===== src/rtl/ex_muldiv_unit.sv =====
// ----------------------------------------------------------------------------
// ex_muldiv_unit
//
// Iterative multiply/divide unit for the EX stage. It processes one bit per
// cycle for MULT/MULTU/DIV/DIVU and owns the architectural HI/LO registers.
// While it is busy it asks the hazard logic to stall any instruction that
// would touch HI/LO or start another mul/div.
//
// Ports:
//   clk            system clock, rising edge
//   rst            synchronous, active-high reset
//   i_start        mul/div op valid in EX this cycle
//   i_op           00 MULT, 01 MULTU, 10 DIV, 11 DIVU
//   i_data1        rs value: multiplicand / dividend / mthi-mtlo source
//   i_data2        rt value: multiplier / divisor
//   i_mthi         write i_data1 to HI (accepted only when idle)
//   i_mtlo         write i_data1 to LO (accepted only when idle)
//   i_hilo_read    mfhi/mflo in EX this cycle (only affects the stall)
//   o_hi, o_lo     HI and LO registers
//   o_busy         an operation is in progress
//   o_stall        freeze PC/IF-ID/ID-EX this cycle
//   o_done         one-cycle pulse when a mul/div result lands in HI/LO
//   o_div_by_zero  pulses with o_done when the divisor was zero
// ----------------------------------------------------------------------------
module ex_muldiv_unit #(
    parameter int DATA_W = 32
) (
    input  logic              clk,
    input  logic              rst,
    input  logic              i_start,
    input  logic [1:0]        i_op,
    input  logic [DATA_W-1:0] i_data1,
    input  logic [DATA_W-1:0] i_data2,
    input  logic              i_mthi,
    input  logic              i_mtlo,
    input  logic              i_hilo_read,
    output logic [DATA_W-1:0] o_hi,
    output logic [DATA_W-1:0] o_lo,
    output logic              o_busy,
    output logic              o_stall,
    output logic              o_done,
    output logic              o_div_by_zero
);

    localparam int CNT_W = $clog2(DATA_W);

    typedef enum logic [1:0] {
        ST_IDLE,
        ST_MUL,
        ST_DIV,
        ST_FIX
    } state_t;

    state_t                state_q, state_d;
    logic [CNT_W-1:0]      cnt_q, cnt_d;
    logic [DATA_W-1:0]     a_q, a_d;
    logic [DATA_W-1:0]     b_q, b_d;
    logic [2*DATA_W-1:0]   acc_q, acc_d;
    logic                  neg_res_q, neg_res_d;
    logic                  neg_rem_q, neg_rem_d;
    logic                  is_div_q, is_div_d;
    logic                  dz_q, dz_d;
    logic [DATA_W-1:0]     hi_q, hi_d;
    logic [DATA_W-1:0]     lo_q, lo_d;
    logic                  done_q, done_d;
    logic                  dz_pulse_q, dz_pulse_d;

    // Operand sign/magnitude extraction; unsigned ops (op[0]=1) never negate.
    logic                  signed_op;
    logic                  s1, s2;
    logic [DATA_W-1:0]     mag1, mag2;

    assign signed_op = ~i_op[0];
    assign s1        = signed_op & i_data1[DATA_W-1];
    assign s2        = signed_op & i_data2[DATA_W-1];
    assign mag1      = s1 ? (~i_data1 + 1'b1) : i_data1;
    assign mag2      = s2 ? (~i_data2 + 1'b1) : i_data2;

    // Datapath scratch values used by the iteration and fix-up states.
    logic [2*DATA_W-1:0]   mul_add;
    logic [DATA_W:0]       rem_shift;
    logic [DATA_W:0]       rem_sub;
    logic [2*DATA_W-1:0]   prod_fix;

    // Next-state and datapath logic. The multiplier is consumed MSB first
    // (shift accumulator left, add multiplicand when the bit is set); the
    // divider is restoring, with the accumulator holding {remainder, quotient}
    // and the dividend shifted out of a_q one bit per cycle.
    always_comb begin
        state_d    = state_q;
        cnt_d      = cnt_q;
        a_d        = a_q;
        b_d        = b_q;
        acc_d      = acc_q;
        neg_res_d  = neg_res_q;
        neg_rem_d  = neg_rem_q;
        is_div_d   = is_div_q;
        dz_d       = dz_q;
        hi_d       = hi_q;
        lo_d       = lo_q;
        done_d     = 1'b0;
        dz_pulse_d = 1'b0;
        mul_add    = '0;
        rem_shift  = '0;
        rem_sub    = '0;
        prod_fix   = '0;

        case (state_q)
            ST_IDLE: begin
                if (i_start) begin
                    acc_d     = '0;
                    cnt_d     = '0;
                    is_div_d  = i_op[1];
                    neg_res_d = s1 ^ s2;
                    neg_rem_d = s1;
                    a_d       = mag1;
                    b_d       = mag2;
                    dz_d      = 1'b0;
                    if (!i_op[1]) begin
                        state_d = ST_MUL;
                    end else if (i_data2 == '0) begin
                        // Divide by zero skips iteration; HI reports the raw dividend.
                        state_d = ST_FIX;
                        dz_d    = 1'b1;
                        a_d     = i_data1;
                    end else begin
                        state_d = ST_DIV;
                    end
                end else if (i_mthi) begin
                    hi_d = i_data1;
                end else if (i_mtlo) begin
                    lo_d = i_data1;
                end
            end

            ST_MUL: begin
                mul_add = b_q[DATA_W-1] ? {{DATA_W{1'b0}}, a_q} : '0;
                acc_d   = {acc_q[2*DATA_W-2:0], 1'b0} + mul_add;
                b_d     = {b_q[DATA_W-2:0], 1'b0};
                cnt_d   = cnt_q + 1'b1;
                if (cnt_q == CNT_W'(DATA_W - 1)) begin
                    state_d = ST_FIX;
                end
            end

            ST_DIV: begin
                rem_shift = {acc_q[2*DATA_W-1:DATA_W], a_q[DATA_W-1]};
                rem_sub   = rem_shift - {1'b0, b_q};
                // A clear borrow bit means the shifted remainder was >= divisor.
                if (!rem_sub[DATA_W]) begin
                    acc_d = {rem_sub[DATA_W-1:0], acc_q[DATA_W-2:0], 1'b1};
                end else begin
                    acc_d = {rem_shift[DATA_W-1:0], acc_q[DATA_W-2:0], 1'b0};
                end
                a_d   = {a_q[DATA_W-2:0], 1'b0};
                cnt_d = cnt_q + 1'b1;
                if (cnt_q == CNT_W'(DATA_W - 1)) begin
                    state_d = ST_FIX;
                end
            end

            ST_FIX: begin
                if (dz_q) begin
                    lo_d       = '1;
                    hi_d       = a_q;
                    dz_pulse_d = 1'b1;
                end else if (is_div_q) begin
                    lo_d = neg_res_q ? (~acc_q[DATA_W-1:0] + 1'b1)
                                     : acc_q[DATA_W-1:0];
                    hi_d = neg_rem_q ? (~acc_q[2*DATA_W-1:DATA_W] + 1'b1)
                                     : acc_q[2*DATA_W-1:DATA_W];
                end else begin
                    prod_fix = neg_res_q ? (~acc_q + 1'b1) : acc_q;
                    hi_d     = prod_fix[2*DATA_W-1:DATA_W];
                    lo_d     = prod_fix[DATA_W-1:0];
                end
                done_d  = 1'b1;
                state_d = ST_IDLE;
            end

            default: begin
                state_d = ST_IDLE;
            end
        endcase
    end

    // State and datapath registers; reset drops any in-flight result.
    always_ff @(posedge clk) begin
        if (rst) begin
            state_q    <= ST_IDLE;
            cnt_q      <= '0;
            a_q        <= '0;
            b_q        <= '0;
            acc_q      <= '0;
            neg_res_q  <= 1'b0;
            neg_rem_q  <= 1'b0;
            is_div_q   <= 1'b0;
            dz_q       <= 1'b0;
            hi_q       <= '0;
            lo_q       <= '0;
            done_q     <= 1'b0;
            dz_pulse_q <= 1'b0;
        end else begin
            state_q    <= state_d;
            cnt_q      <= cnt_d;
            a_q        <= a_d;
            b_q        <= b_d;
            acc_q      <= acc_d;
            neg_res_q  <= neg_res_d;
            neg_rem_q  <= neg_rem_d;
            is_div_q   <= is_div_d;
            dz_q       <= dz_d;
            hi_q       <= hi_d;
            lo_q       <= lo_d;
            done_q     <= done_d;
            dz_pulse_q <= dz_pulse_d;
        end
    end

    assign o_hi          = hi_q;
    assign o_lo          = lo_q;
    assign o_busy        = (state_q != ST_IDLE);
    assign o_stall       = o_busy & (i_start | i_hilo_read | i_mthi | i_mtlo);
    assign o_done        = done_q;
    assign o_div_by_zero = dz_pulse_q;

endmodule


===== config.mk =====
export PLATFORM = sky130hd
export DESIGN_NAME = ex_muldiv_unit
export DESIGN_NICKNAME = d
export VERILOG_FILES = /design/src/rtl/ex_muldiv_unit.sv
export SDC_FILE = /design/constraint.sdc
export NUM_CORES = 1
export LEC_CHECK = 0
export ABC_AREA = 1
export CORE_ASPECT_RATIO = 1.2
export CORE_MARGIN = 4
export CORE_UTILIZATION = 56
export DETAILED_ROUTE_END_ITERATION = 10
export PLACE_DENSITY = 0.79
export REMOVE_ABC_BUFFERS = 1
export SETUP_SLACK_MARGIN = 0.02
export SYNTH_ARGS = -nofsm -noshare
export SYNTH_HDL_FRONTEND = slang
export SYNTH_SLANG_ARGS = --single-unit

===== constraint.sdc =====
create_clock -name clk -period 2.2 [get_ports clk]
set_input_delay 0.33 -clock clk [delete_from_list [all_inputs] [get_ports clk]]
set_output_delay 0.33 -clock clk [all_outputs]
set_load 0.02 [all_outputs]

==> metrics, run 1 <==
clock root cell clkbuf_16; Row Count 77; Num CTS Buffers 25; worst slack at placement -0.4905 ns; Syn Area/Cell 5.379 um2; Max clock buf depth 3; post-synthesis register bit count 205; Halt Reason [ERROR GRT-0232] Routing congestion too high. Check the congestion heatmap in the GUI.; GRT Util Overall 66.96%; I/O pin count 140; Mapped Cells 3866; clock sink total 205; number of buffers added on ports 139; die height 219.1 um; DP Wirelength 74050 um; H-tree level count 1; worst_ep grt acc_q[40]$_SDFFE_PP0P_/D; post-synthesis cell type count 53; Placed Cells 4925; GP Congestion 1.111; pin count of the biggest net entering global routing 135; Worst EP kind register data pin; Mapped Area 20790 um2; Initial Util 56.50%; Fail Step global routing (5_1_grt); sequential area share after synthesis 19.74%; Overflow after GRT 41; status aborted with a tool error; Synthesis Warnings 0; DIE WIDTH 183.9 um
[routing by layer]
layer,overflow,track usage [%]
met3,3,49.85
met2,17,86.71
met5,0,19.75
met4,20,64.18
met1,1,66.00
[repair_timing]
action,4_1_cts
cloned,4
setup buffers,21
hold buffers,0
gates resized for setup,291
pin swaps,51
endpoints found under the setup margin,103
[stage by stage]
step	instance area, um2	setup TNS [ns]	utilization [%]	hold WS [ns]
global placement	26910	-34.10	73.11	0.4517
CTS	29090	-8.097	79.05	0.3168
floorplan	20110	-354.44	-	0.3924
detailed placement	26910	-38.55	73.11	0.4567
[cell usage after synthesis, drive strengths merged]
cell type     n  share of area (%)
o31ai        12               0.43
a21oi       367                9.1
a211oi        3               0.11
nor3b         1              0.036
nor3         55                1.4
xnor2        17               0.72
nor2        431                7.9
clkinv        4              0.072
o41ai         1              0.042
nor4          4               0.12
dfxtp       205                 20
fa            2               0.19
nand2      1234                 22
or2           9               0.27
ha           74                4.5
clkbuf      112                2.0
buf          49                1.3
o21ai       236                5.7
o22ai         6               0.18
a31oi         6               0.18
nand3       345                8.4
a221oi        3               0.13
o211ai       24               0.87
nand4        45                1.5
o2111ai       1              0.042
nand3b       15               0.54
inv         540                9.8
and2         11               0.33
o32ai         2              0.084
xor2         27                1.1
a21o          3               0.11
and3          3              0.090
o21bai       15               0.54
o221ai        4               0.17
[cells by family after synthesis]
family                   after synthesis  synth area share (%)
adder cells (fa/ha/maj)               76                 4.645
flip-flops                           205                 19.74
AO/OA/AOI/OAI                        683                 17.67
AND/OR/NAND/NOR                     2153                 42.97
buffers and inverters                705                 13.13
XOR/XNOR                              44                 1.853
==> inputs of run 2 (changes only) <==
Settings changed: CORE_ASPECT_RATIO 1.2 to unset, CORE_UTILIZATION 56 to 40, PLACE_DENSITY 0.79 to unset, PLACE_DENSITY_LB_ADDON set to 0.15, SETUP_SLACK_MARGIN 0.02 to unset.
Clock period 2.2 ns to 2.9 ns, I/O delays scaled along.
==> run 2 against run 1 <==
Effect of this change: the flow now finishes without violations; synthesized cell count unchanged; area after synthesis unchanged.
==> metrics, run 2 <==
status complete, no violations; fin area 24870 um2; post-synthesis register bit count 205; Initial Util 40.45%; final hold vios 0; path type of the worst min-delay path reg2reg; commonest non-fill, non-tap cell in the layout nand2_1; post-synthesis xor/xnor area fraction 1.853%; Mapped Area 20790 um2; Final setup viols 0; ys flop type dfxtp_1; Compound-Gate Fraction of Synth Area 17.67%; # DRC 0; Overflow after GRT 0; largest family of logic cells by synthesized area simple AND/OR/NAND/NOR gates; clock root cell clkbuf_16; post-CTS setup buffers 0; Layout area overhead 19.58%; Arr. time, crit path 3.27 ns; first-pass GRT wire length 135200 um; H-tree level count 1; total power 15460 uW; Crit Path Category reg2reg; CTS Hold Bufs 0; Async SR Flop Fraction 0%; Largest stage delay, worst path 0.38 ns; top cells by count, synth nand2_1, inv_1, nor2_1; CP Launch Type register; reg-to-reg setup timing slack 0.12 ns; post-synthesis mux area share 0%; Reg2Reg Depth 16; placed cell area 23770 um2; Final Skew 0.01844 ns; Post-synth EDFFs 0; maxcap violations 0; area of the multi-input gates 14100 um2; pin count of the biggest net entering global routing 135; worst path cell trace clkbuf_16, nand2_1, inv_1, ha_1, nand2_1, inv_1, nand2_1, nor2_1, nand2_1, nor2_1, nand2_2, nand3_1, nand3_1, nand2_1, nand2_1, a21oi_1; antenna cells 0; drt via density 5.389; Hold Slack 0.4628 ns; post-synthesis cell type count 53; clock sink total 205; Row Count 83; Worst-path clk slew 0.06 ns; die height 236.0 um; capture point of the worst reg-to-reg path acc_q[61]; unrepaired setup endpoints after global routing true; die area 55700 um2; Worst Hold Launch b_q[23]; ANT nets after route 0; CP dominant cell by count nand2_1; Tightest Pin Transition 0.8993 ns; Top reg by flops acc_q; top-area cell type share of the netlist area 22.04%; CP Capture Type register; hold path depth 2; I/O pin count 140; WL per Instance 18.93 um; maximum clock rate 359.9 MHz; Num CTS Buffers 27; CTS tree built; Slew Limit Fails 0; DRT iter0 DRCs 2396; First-pass DRT Iterations 6; number of buffers added on ports 139; sequential cell area 4114 um2; share of layout cells above drive strength 1 7.692%; CP max FO 16; most common cell in the netlist nand2_1; Synth Area in Simple Gates 42.97%; DP Wirelength 71140 um; initial antenna violation count 2; Yosys top cell by area nand2_1; FILL cells 5654; Syn Area/Cell 5.379 um2; DIE WIDTH 236.0 um; top area cells in the synthesized netlist nand2_1, dfxtp_1, inv_1; Placed Cells 4686; P per Cell Area 621.7 nW/um2; vias in the first global route 22739; Skew-Pair Late Insertion Delay 0.58 ns; fin crit period 2.779 ns; Core Footprint 51410 um2; via count 25523; Mapped Cells 3866; worst r2r src b_q[31]; GP Congestion 1.031; adder-cell share of the synthesized area 4.645%; Max clock buf depth 3; GRT Util Overall 30.34%; nets@finish 4184; Synthesis Warnings 0; post-layout util 48.38%; routed wire length 89640 um; post-route non-filler standard cell count 4736; Worst EP required 3.39 ns; max reg flops 64; Max VDD drop 850.6 uV; sequential area share after synthesis 19.74%; CP max-delay cell dfxtp_4; crit share post-route 95.82%; commonest cells after routing, fill and taps aside nand2_1, inv_1, nor2_1; Slew headroom 40.05%; WHS Endpoint b_q[23]; P_leak 0.01266 uW
-- run 2: cell counts after synthesis --
No cell type changed its count.
-- run 2: critical path, delay by kind of cell (launching register included) --
kind            cells  cell delay (ns)
simple gates       11             1.45
flops               1             0.38
buf+inv             3             0.37
fa+ha+maj           1             0.37
compound gates      1             0.13
-- run 2: cell families (layout without fill, tap and decap cells) --
logic type               after synthesis  after routing
AO/OA/AOI/OAI                        683            683
XOR/XNOR                              44             44
adder cells (fa/ha/maj)               76             76
buffers and inverters                705            895
flip-flops                           205            205
AND/OR/NAND/NOR                     2153           2153
-- run 2: report_power, final --
group | internal (uW) | leakage [uW] | switching [uW]
logic | 2670 | 0.0105 | 5410
clock network | 2250 | 0.000478 | 1460
registers | 3270 | 0.00167 | 396
-- run 2: through the flow --
step	setup TNS, ns	setup slack (ns)
global placement	0	0.06337
global route	-0.003640	-0.001733
floorplan	-215.32	-2.418
detailed placement	-0.2367	-0.03194
finish	0	0.1211
CTS	0	0.04760
-- run 2: metal layers --
metal / part of all wire [%] / vias to the layer above / global-route usage, %
met2: 45 / 1018 / 50.14
met1: 43 / 11610 / 40.70
met3: 8.0 / 186 / 4.151
met5: 0.015 / - / 0
met4: 4.4 / 2 / 10.54
li1: - / 12707 / -
-- run 2: worst max path at each step --
stage / startpoint / to / slack, ns / cells after the start
floorplan: state_q[1] / b_q[14] / -2.42 / 8
global placement: a_q[31] / acc_q[32] / 0.06 / 20
detailed placement: a_q[31] / acc_q[32] / -0.03 / 20
CTS: a_q[31] / acc_q[45] / 0.05 / 20
global route: b_q[31] / acc_q[28] / -0.002 / 16
finish: b_q[31] / acc_q[61] / 0.12 / 16
-- run 2: layout make-up --
| class | count | share of cell area (%) |
|---|---|---|
| Tap cell | 680 | 3.421 |
| Timing Repair Buffer | 302 | 11.28 |
| Sequential cell | 205 | 16.54 |
| Clock inverter | 15 | 0.8453 |
| Clock buffer | 34 | 2.984 |
| Inverter | 544 | 8.221 |
| Multi-Input combinational cell | 2956 | 56.70 |
-- run 2: timing repair --
action	CTS	global route
resized for setup	2	41
pin swaps	0	2
cloned	0	1
setup endpoints to repair	15	40
Power figures use the tool's default switching activity.
